[config.mk]
export PLATFORM = sky130hd
export DESIGN_NAME = hsosc_pwr_seq
export DESIGN_NICKNAME = d
export VERILOG_FILES = /design/src/rtl/hsosc_seq_pkg.sv /design/src/rtl/seq_timer.sv /design/src/rtl/hsosc_pwr_seq.sv
export SDC_FILE = /design/constraint.sdc
export NUM_CORES = 1
export LEC_CHECK = 0
export ABC_AREA = 1
export BUFFER_PORTS_ARGS = -buffer_cell sky130_fd_sc_hd__buf_2
export CAP_MARGIN = 10
export CELL_PAD_IN_SITES_DETAIL_PLACEMENT = 1
export CELL_PAD_IN_SITES_GLOBAL_PLACEMENT = 1
export CORE_MARGIN = 2
export CORE_UTILIZATION = 30
export DETAILED_ROUTE_END_ITERATION = 7
export PLACE_DENSITY_LB_ADDON = 0.1
export SLEW_MARGIN = 20
export SYNTH_ARGS = -nofsm -noshare
export SYNTH_HDL_FRONTEND = slang
export SYNTH_HIERARCHICAL = 1
export SYNTH_SLANG_ARGS = --single-unit
[constraint.sdc]
create_clock -name clk -period 2.6 [get_ports clk]
set_input_delay 0.26 -clock clk [delete_from_list [all_inputs] [get_ports clk]]
set_output_delay 0.26 -clock clk [all_outputs]
set_load 0.01 [all_outputs]
[src/rtl/hsosc_seq_pkg.sv]
// Shared definitions for the HF oscillator power sequencer: state codes,
// output bundle, and helpers for sizing the sequencing counter.
package hsosc_seq_pkg;

    localparam int STATE_W = 3;

    localparam logic [STATE_W-1:0] ST_OFF       = 3'd0;
    localparam logic [STATE_W-1:0] ST_PU_WAIT   = 3'd1;
    localparam logic [STATE_W-1:0] ST_EN_SETTLE = 3'd2;
    localparam logic [STATE_W-1:0] ST_ON        = 3'd3;
    localparam logic [STATE_W-1:0] ST_DISABLE   = 3'd4;

    typedef enum logic [STATE_W-1:0] {
        S_OFF       = ST_OFF,
        S_PU_WAIT   = ST_PU_WAIT,
        S_EN_SETTLE = ST_EN_SETTLE,
        S_ON        = ST_ON,
        S_DISABLE   = ST_DISABLE
    } seq_state_e;

    // Pin and handshake levels that belong to one state
    typedef struct packed {
        logic pu;
        logic en;
        logic rdy;
        logic busy;
    } seq_out_t;

    // Counter width large enough to hold the largest (N-1) load value
    function automatic int cnt_width(input int a, input int b, input int c);
        int m;
        m = (a > b) ? a : b;
        m = (m > c) ? m : c;
        cnt_width = (m < 2) ? 1 : $clog2(m);
    endfunction

    // Output levels for each state; anything unknown is treated as fully off
    function automatic seq_out_t decode_state(input seq_state_e s);
        seq_out_t o;
        case (s)
            S_OFF:       o = '{pu: 1'b0, en: 1'b0, rdy: 1'b0, busy: 1'b0};
            S_PU_WAIT:   o = '{pu: 1'b1, en: 1'b0, rdy: 1'b0, busy: 1'b1};
            S_EN_SETTLE: o = '{pu: 1'b1, en: 1'b1, rdy: 1'b0, busy: 1'b1};
            S_ON:        o = '{pu: 1'b1, en: 1'b1, rdy: 1'b1, busy: 1'b0};
            S_DISABLE:   o = '{pu: 1'b1, en: 1'b0, rdy: 1'b0, busy: 1'b1};
            default:     o = '{pu: 1'b0, en: 1'b0, rdy: 1'b0, busy: 1'b0};
        endcase
        decode_state = o;
    endfunction

endpackage

[src/rtl/seq_timer.sv]
// Loadable down-counter used to time power-sequencing phases. A load of
// N-1 makes zero assert N cycles after the loading edge's following edge
// sequence, i.e. the owning state sees zero on its N-th cycle.
module seq_timer #(
    parameter int CNT_W = 4
) (
    input  logic             clk,
    input  logic             rst,
    input  logic             load,
    input  logic [CNT_W-1:0] load_val,
    output logic             zero
);

    logic [CNT_W-1:0] cnt_q;
    logic [CNT_W-1:0] cnt_d;
    logic             zero_q;

    // Next count: load wins, otherwise count down and hold at zero
    always_comb begin
        cnt_d = cnt_q;
        if (load) begin
            cnt_d = load_val;
        end else if (cnt_q != '0) begin
            cnt_d = cnt_q - CNT_W'(1);
        end else begin
            cnt_d = cnt_q;
        end
    end

    // Count register with a registered zero flag
    always_ff @(posedge clk) begin
        if (rst) begin
            cnt_q  <= '0;
            zero_q <= 1'b1;
        end else begin
            cnt_q  <= cnt_d;
            zero_q <= (cnt_d == '0);
        end
    end

    assign zero = zero_q;

endmodule

[src/rtl/hsosc_pwr_seq.sv]
// Power sequencer for the iCE40UP HSOSC: raises CLKHFPU, waits the
// power-up time with CLKHFEN low, enables, lets the clock settle, then
// reports ready. Shutdown drops CLKHFEN first and holds CLKHFPU for a
// guard time. Runs from an always-on clock, never from the HSOSC output.
module hsosc_pwr_seq
    import hsosc_seq_pkg::*;
#(
    parameter int PU_WAIT_CYC   = 1200,
    parameter int EN_SETTLE_CYC = 16,
    parameter int OFF_GUARD_CYC = 16
) (
    input  logic               clk,
    input  logic               rst,
    input  logic               req,
    output logic               clkhfpu,
    output logic               clkhfen,
    output logic               ready,
    output logic               busy,
    output logic [STATE_W-1:0] state_o
);

    localparam int CNT_W = cnt_width(PU_WAIT_CYC, EN_SETTLE_CYC, OFF_GUARD_CYC);

    localparam logic [CNT_W-1:0] PU_LOAD  = CNT_W'(PU_WAIT_CYC - 1);
    localparam logic [CNT_W-1:0] EN_LOAD  = CNT_W'(EN_SETTLE_CYC - 1);
    localparam logic [CNT_W-1:0] OFF_LOAD = CNT_W'(OFF_GUARD_CYC - 1);

    seq_state_e       state_q;
    seq_state_e       state_d;
    seq_out_t         out_q;
    logic             tmr_load_s;
    logic [CNT_W-1:0] tmr_val_s;
    logic             tmr_zero_s;

    seq_timer #(
        .CNT_W (CNT_W)
    ) u_timer (
        .clk      (clk),
        .rst      (rst),
        .load     (tmr_load_s),
        .load_val (tmr_val_s),
        .zero     (tmr_zero_s)
    );

    // Next-state and timer-load decisions; a dropped request outranks expiry
    always_comb begin
        state_d    = state_q;
        tmr_load_s = 1'b0;
        tmr_val_s  = '0;
        case (state_q)
            S_OFF: begin
                if (req) begin
                    state_d    = S_PU_WAIT;
                    tmr_load_s = 1'b1;
                    tmr_val_s  = PU_LOAD;
                end else begin
                    state_d = S_OFF;
                end
            end
            S_PU_WAIT: begin
                // Enable never went high here, so no guard time is needed
                if (!req) begin
                    state_d = S_OFF;
                end else if (tmr_zero_s) begin
                    state_d    = S_EN_SETTLE;
                    tmr_load_s = 1'b1;
                    tmr_val_s  = EN_LOAD;
                end else begin
                    state_d = S_PU_WAIT;
                end
            end
            S_EN_SETTLE: begin
                if (!req) begin
                    state_d    = S_DISABLE;
                    tmr_load_s = 1'b1;
                    tmr_val_s  = OFF_LOAD;
                end else if (tmr_zero_s) begin
                    state_d = S_ON;
                end else begin
                    state_d = S_EN_SETTLE;
                end
            end
            S_ON: begin
                if (!req) begin
                    state_d    = S_DISABLE;
                    tmr_load_s = 1'b1;
                    tmr_val_s  = OFF_LOAD;
                end else begin
                    state_d = S_ON;
                end
            end
            S_DISABLE: begin
                // Request is ignored; a re-request restarts from OFF so the
                // full power-up wait is always honoured
                if (tmr_zero_s) begin
                    state_d = S_OFF;
                end else begin
                    state_d = S_DISABLE;
                end
            end
            default: begin
                state_d = S_OFF;
            end
        endcase
    end

    // State register with outputs decoded from the incoming state
    always_ff @(posedge clk) begin
        if (rst) begin
            state_q <= S_OFF;
            out_q   <= '0;
        end else begin
            state_q <= state_d;
            out_q   <= decode_state(state_d);
        end
    end

    assign clkhfpu = out_q.pu;
    assign clkhfen = out_q.en;
    assign ready   = out_q.rdy;
    assign busy    = out_q.busy;
    assign state_o = state_q;

endmodule

# ---- After elaboration in Yosys (flattened, before gate mapping)
# Cells that the tools add are included.
dict set report totals {
  regBits 19
  latchBits 0
  ram_bits 0
  rom_bits 0
  inputBits 3
  word_cells 42
  memories 0
}
dict set report classes {
  addsub 1
  mul 0
  div_mod_pow 0
  order_cmp 0
  eq_ne 8
  shift 0
  n_mux 21
  bitwise 0
  n_reduce_logical 5
}
# operator count
set ops {}
lappend ops {{11-bit 2-to-1 mux} 3}
lappend ops {{11-bit case mux with 3 select lines} 1}
lappend ops {{3-bit case mux with 5 select lines} 1}
lappend ops {{3-bit by 2-bit equality test with 1-bit output, second input constant} 4}
lappend ops {{4-bit 2-to-1 mux} 3}
lappend ops {{4-bit case mux with 3 select lines} 1}
lappend ops {{11-bit logical NOT} 1}
lappend ops {{11-bit nonzero test} 1}
lappend ops {{11-bit by 1-bit subtractor with 11-bit output, second input constant} 1}
lappend ops {{3-bit 2-to-1 mux} 3}
lappend ops {{3-bit by 1-bit equality test with 1-bit output, second input constant} 2}
lappend ops {{3-bit equality test, second input constant} 2}
lappend ops {{1-bit 2-to-1 mux} 6}
lappend ops {{2-bit 2-to-1 mux} 2}
lappend ops {{2-bit OR reduction} 2}
lappend ops {{3-bit logical NOT} 1}
lappend ops {{1-bit case mux with 3 select lines} 1}

# ---- Logic depth before layout (Yosys ltp)
dict set report depth {
  ltp_word 6
  mapped_depth 14
  ltp_nobuf 12
}

# ---- By module
# Netlist, hierarchy kept.
# module n_inst cells_each area_per_inst_um2
set modules_own_cells {}
lappend modules_own_cells {seq_timer 1 135 859.6}
lappend modules_own_cells {hsosc_pwr_seq 1 41 306.5}

# ---- Worst setup path after synthesis
# OpenSTA, ideal clock, no wires.
dict set report synth_path {
  kind {register to register}
  from {register state_q[2] (netlist: state_o[2])}
  to {register u_timer.zero_q (netlist: u_timer/zero)}
  arrival_time_ns 1.867
  required_time_ns 2.542
  setup_slack_ns 0.675
  path_stages_with_launch 13
  n_path_buf 2
  path_cell_list {dfxtp_1 nor2_4 inv_1 o211ai_1 buf_4 inv_1 clkbuf_8 or2_2 nand2_2 nand2_1 nor2_1 nand3_1 nand2_1}
}
dict set report synth_between {
  elab_chain_cells 5
  word_cells_on_any_way 9
  cone_classes {3 x eq/ne; 3 x mux; 3 x reduce/logical}
}
# item line_no
set synth_lines {}
lappend synth_lines {{start: declaration} hsosc_pwr_seq.sv:28} ;# seq_state_e state_q;
lappend synth_lines {{start signal: assignment} hsosc_pwr_seq.sv:113} ;# state_q <= state_d;
lappend synth_lines {{3-bit by 2-bit equality test with 1-bit output} hsosc_pwr_seq.sv:50} ;# case (state_q)
lappend synth_lines {{2-bit OR reduction (no source line)} -}
lappend synth_lines {{1-bit case mux with 3 select lines *} hsosc_pwr_seq.sv:50}
lappend synth_lines {{named net tmr_load_s} hsosc_pwr_seq.sv:31} ;# logic tmr_load_s;
lappend synth_lines {{11-bit 2-to-1 mux *} seq_timer.sv:21} ;# if (load) begin
lappend synth_lines {{11-bit logical NOT *} seq_timer.sv:37} ;# zero_q <= (cnt_d == '0);
lappend synth_lines {{end signal: assignment} seq_timer.sv:37}
lappend synth_lines {{end: declaration} seq_timer.sv:16} ;# logic zero_q;
# Mark *: on every way through the listed nets, which the timed path passes. The rest lies on a longest branch.
# A chain may end at the register's enable or synchronous reset.

# ---- Final worst setup path
# Ends and elaborated chain as after synthesis.

==> out/results.tsv <==
metric	value	unit
ctsHoldBuffers	0	
synth_area_per_cell	6.63	µm²
cts.sinks	19	
first_pass_iters	4	
htreeDepth	1	
required	2.81	ns
yosysWarnings	6	
cpLargestDelayFamily	simple AND/OR/NAND/NOR gates	
crit_type	reg -> reg	
routed_wl	2780	µm
seq_power_share	38.8	%
cts_setup_buffers	0	
internal_power	0.551	mW
grt.total_usage	14.9	%
die_y	66.3	µm
synthMuxAreaShare	0	%
synthSimpleGateAreaFrac	50.5	%
clkSlewWorstSetupHoldPaths	0.07	ns
grt_remaining_overflow	0	
cts_tree	done	
n_antenna_cell	0	
ys_ff_latch	19	
crit_path_end_kind	flip-flop	
clkPwrFrac	22.9	%
skew	0.00353	ns
synth-xor-area-share	0.751	%
ys_seq_area_share	32.6	%
num-nets-final	195	
detail_route.vias_per_cell	4.44	
dieArea	4400	µm²
maxCapViolations	0	
drcViolationCount	0	
outcome	finished, final reports clean	
rsz0062_at_grt	no	
syn_area	1170	µm²
postRouteAntennaNets	0	
antenna_found_initial	0	
die-width	66.3	µm
arrival	2.10	ns
p_leak	0.681	nW
setup_viol	0	
cpMaxStageDelayCell	dfxtp_1	
area_growth	12.4	%
grt_max_degree	20	
core_area	3690	µm²
synth_compound_area_share	4.83	%
slew_violations	0	
power.switching	0.358	mW
hp-class	in -> reg	
port_buffers	9	
yosys.area_share.adder	1.07	%
wl_per_cell	11.7	µm
initial_core_util	31.6	%
place_area	1260	µm²
vias	1056	
path_buf_inv	2	
top_level_ports	10	
max_stage_delay	0.38	ns
period_minus_slack	1.89	ns
std_cell_rows	22	
cts_root_buf	clkbuf_8	
busiest_layer	met2	
cts_resized	0	
comb_power_share	38.2	%
cp-start-kind	flip-flop	
grtUsageMet1	20.3	%
cpMostUsedCell	nand2_1	
swShare	39.4	%
dpl.hpwl	2250	µm
power_density	693	nW/µm²
synth.distinct_cells	28	
grt_util_met2	23.6	%
drive_above_1_share	20.5	%
ir_drop	0.278	mV
clk_path_buf_depth	2	
synth_top_family_by_area	simple AND/OR/NAND/NOR gates	
fin_crit_sh	72.8	%
finalHoldViolations	0	
first_global_vias	1072	
final_area	1310	µm²
numCtsBuffers	3	
gp_congestion	0.771	
path_cells	nor2_4 -> inv_1 -> o211ai_1 -> inv_1 -> or2_2 -> nand2_1 -> nand2_1 -> nor2_1 -> nand3_1 -> nand2_1	
postSynthCellCount	176	
grt_pass1_wl	4950	µm
tns	0	ns
crit_fanout	12	
clock_latency	0.26	ns
drtIter0Drc	30	
clock.fmax	528	MHz
grt_use_met3	3.07	%
==> final timing paths <==
kind,startpoint,end,slack [ns],depth (start not counted)
worst min-delay path,rst,clkhfpu,0.38,2
worst max register to register,state_o[2],u_timer/zero,0.71,10
worst min register to register,u_timer/cnt_q[10],u_timer/cnt_q[10],0.56,2
worst max-delay path,state_o[2],u_timer/zero,0.71,10
==> worst reg2reg max path, delay by kind of cell (launching register included) <==
kind / cells / cell delay [ns]
DFF: 1 / 0.38
buffers and inverters: 2 / 0.31
AOI/OAI and AO/OA: 1 / 0.20
and+or+nand+nor: 7 / 0.96
==> Yosys cell counts <==
master	n	area, µm²
a21oi_1	6	30.0
o211ai_1	1	7.51
xor2_1	1	8.76
nand2_4	2	22.5
nand2_2	3	18.8
nor2_8	1	20.0
clkbuf_1	1	3.75
nor2_1	27	101
nand3b_1	2	15.0
nand3_2	6	60.1
buf_4	1	7.51
nand4_1	2	12.5
a21oi_2	1	8.76
ha_1	1	12.5
inv_2	2	7.51
nor2_4	3	33.8
o21ai_0	1	5.00
o21ai_1	1	5.00
dfxtp_1	19	380
nand3_1	12	60.1
or2_2	5	31.3
nor2_2	1	6.26
clkbuf_8	1	13.8
nor3_2	1	10.0
nor3_1	2	10.0
conb_1	1	3.75
nand2_1	50	188
inv_1	22	82.6
==> placed cells by master (no fill, tap or decap), drive strengths merged <==
master  netlist  layout
nor3          3       3
dfxtp        19      19
clkbuf        2       3
buf           1      10
or2           5       5
nand3b        2       2
o211ai        1       1
nand3        18      18
nand4         2       2
ha            1       1
nand2        55      55
xor2          1       1
conb          1       4
a21oi         7       7
inv          24      24
clkinv        0       1
nor2         32      32
o21ai         2       2
==> stage by stage <==
step                      utilization (%)  setup slack, ns  power (mW)  hold slack, ns  cells
final                                35.5            0.706       0.909           0.378    238
after global routing                 35.5            0.394       0.998           0.397    238
after CTS                            35.5            0.668       0.926           0.385    238
after detailed placement             34.3            0.681       0.714           0.547    234
after global placement               34.3            0.711       0.706           0.535    234
after floorplan                         -            0.675       0.637           0.329    179
==> sequential cells by signal, indices dropped and copies added, names as in the netlist <==
register	flops
state_o	3
busy	1
u_timer/zero	1
u_timer/cnt_q	11
clkhfpu	1
clkhfen	1
ready	1
==> power groups by stage <==
| stage | sequential, mW | combinational (mW) | clock, mW |
|---|---|---|---|
| detailed placement | 0.360 | 0.353 | 0 |
| global placement | 0.360 | 0.347 | 0 |
| floorplan | 0.354 | 0.283 | 0 |
| CTS | 0.353 | 0.356 | 0.216 |
| finish | 0.353 | 0.347 | 0.209 |
| global route | 0.358 | 0.406 | 0.234 |
==> cells by family (layout without fill, tap and decap cells) <==
| logic type | count (synthesis) | count (layout) |
|---|---|---|
| other cells | 1 | 4 |
| xor+xnor | 1 | 1 |
| compound gates | 10 | 10 |
| simple gates | 117 | 117 |
| flops | 19 | 19 |
| fa+ha+maj | 1 | 1 |
| buf+inv | 27 | 38 |
==> metal layers <==
layer,vias up,wire [µm]
met2,4,1320
met3,2,40
met4,0,17
met5,-,0
li1,567,-
met1,483,1410
==> layout make-up <==
class / count / area, µm²
multi-input combinational: 133 / 682
timing repair buffer: 10 / 52.6
inverter: 24 / 90.1
tap: 48 / 60.1
sequential: 19 / 380
clock inverter: 1 / 5.00
fill: 498 / 2380
clock buffer: 3 / 41.3
No activity file was read; power rests on OpenSTA's default activity.
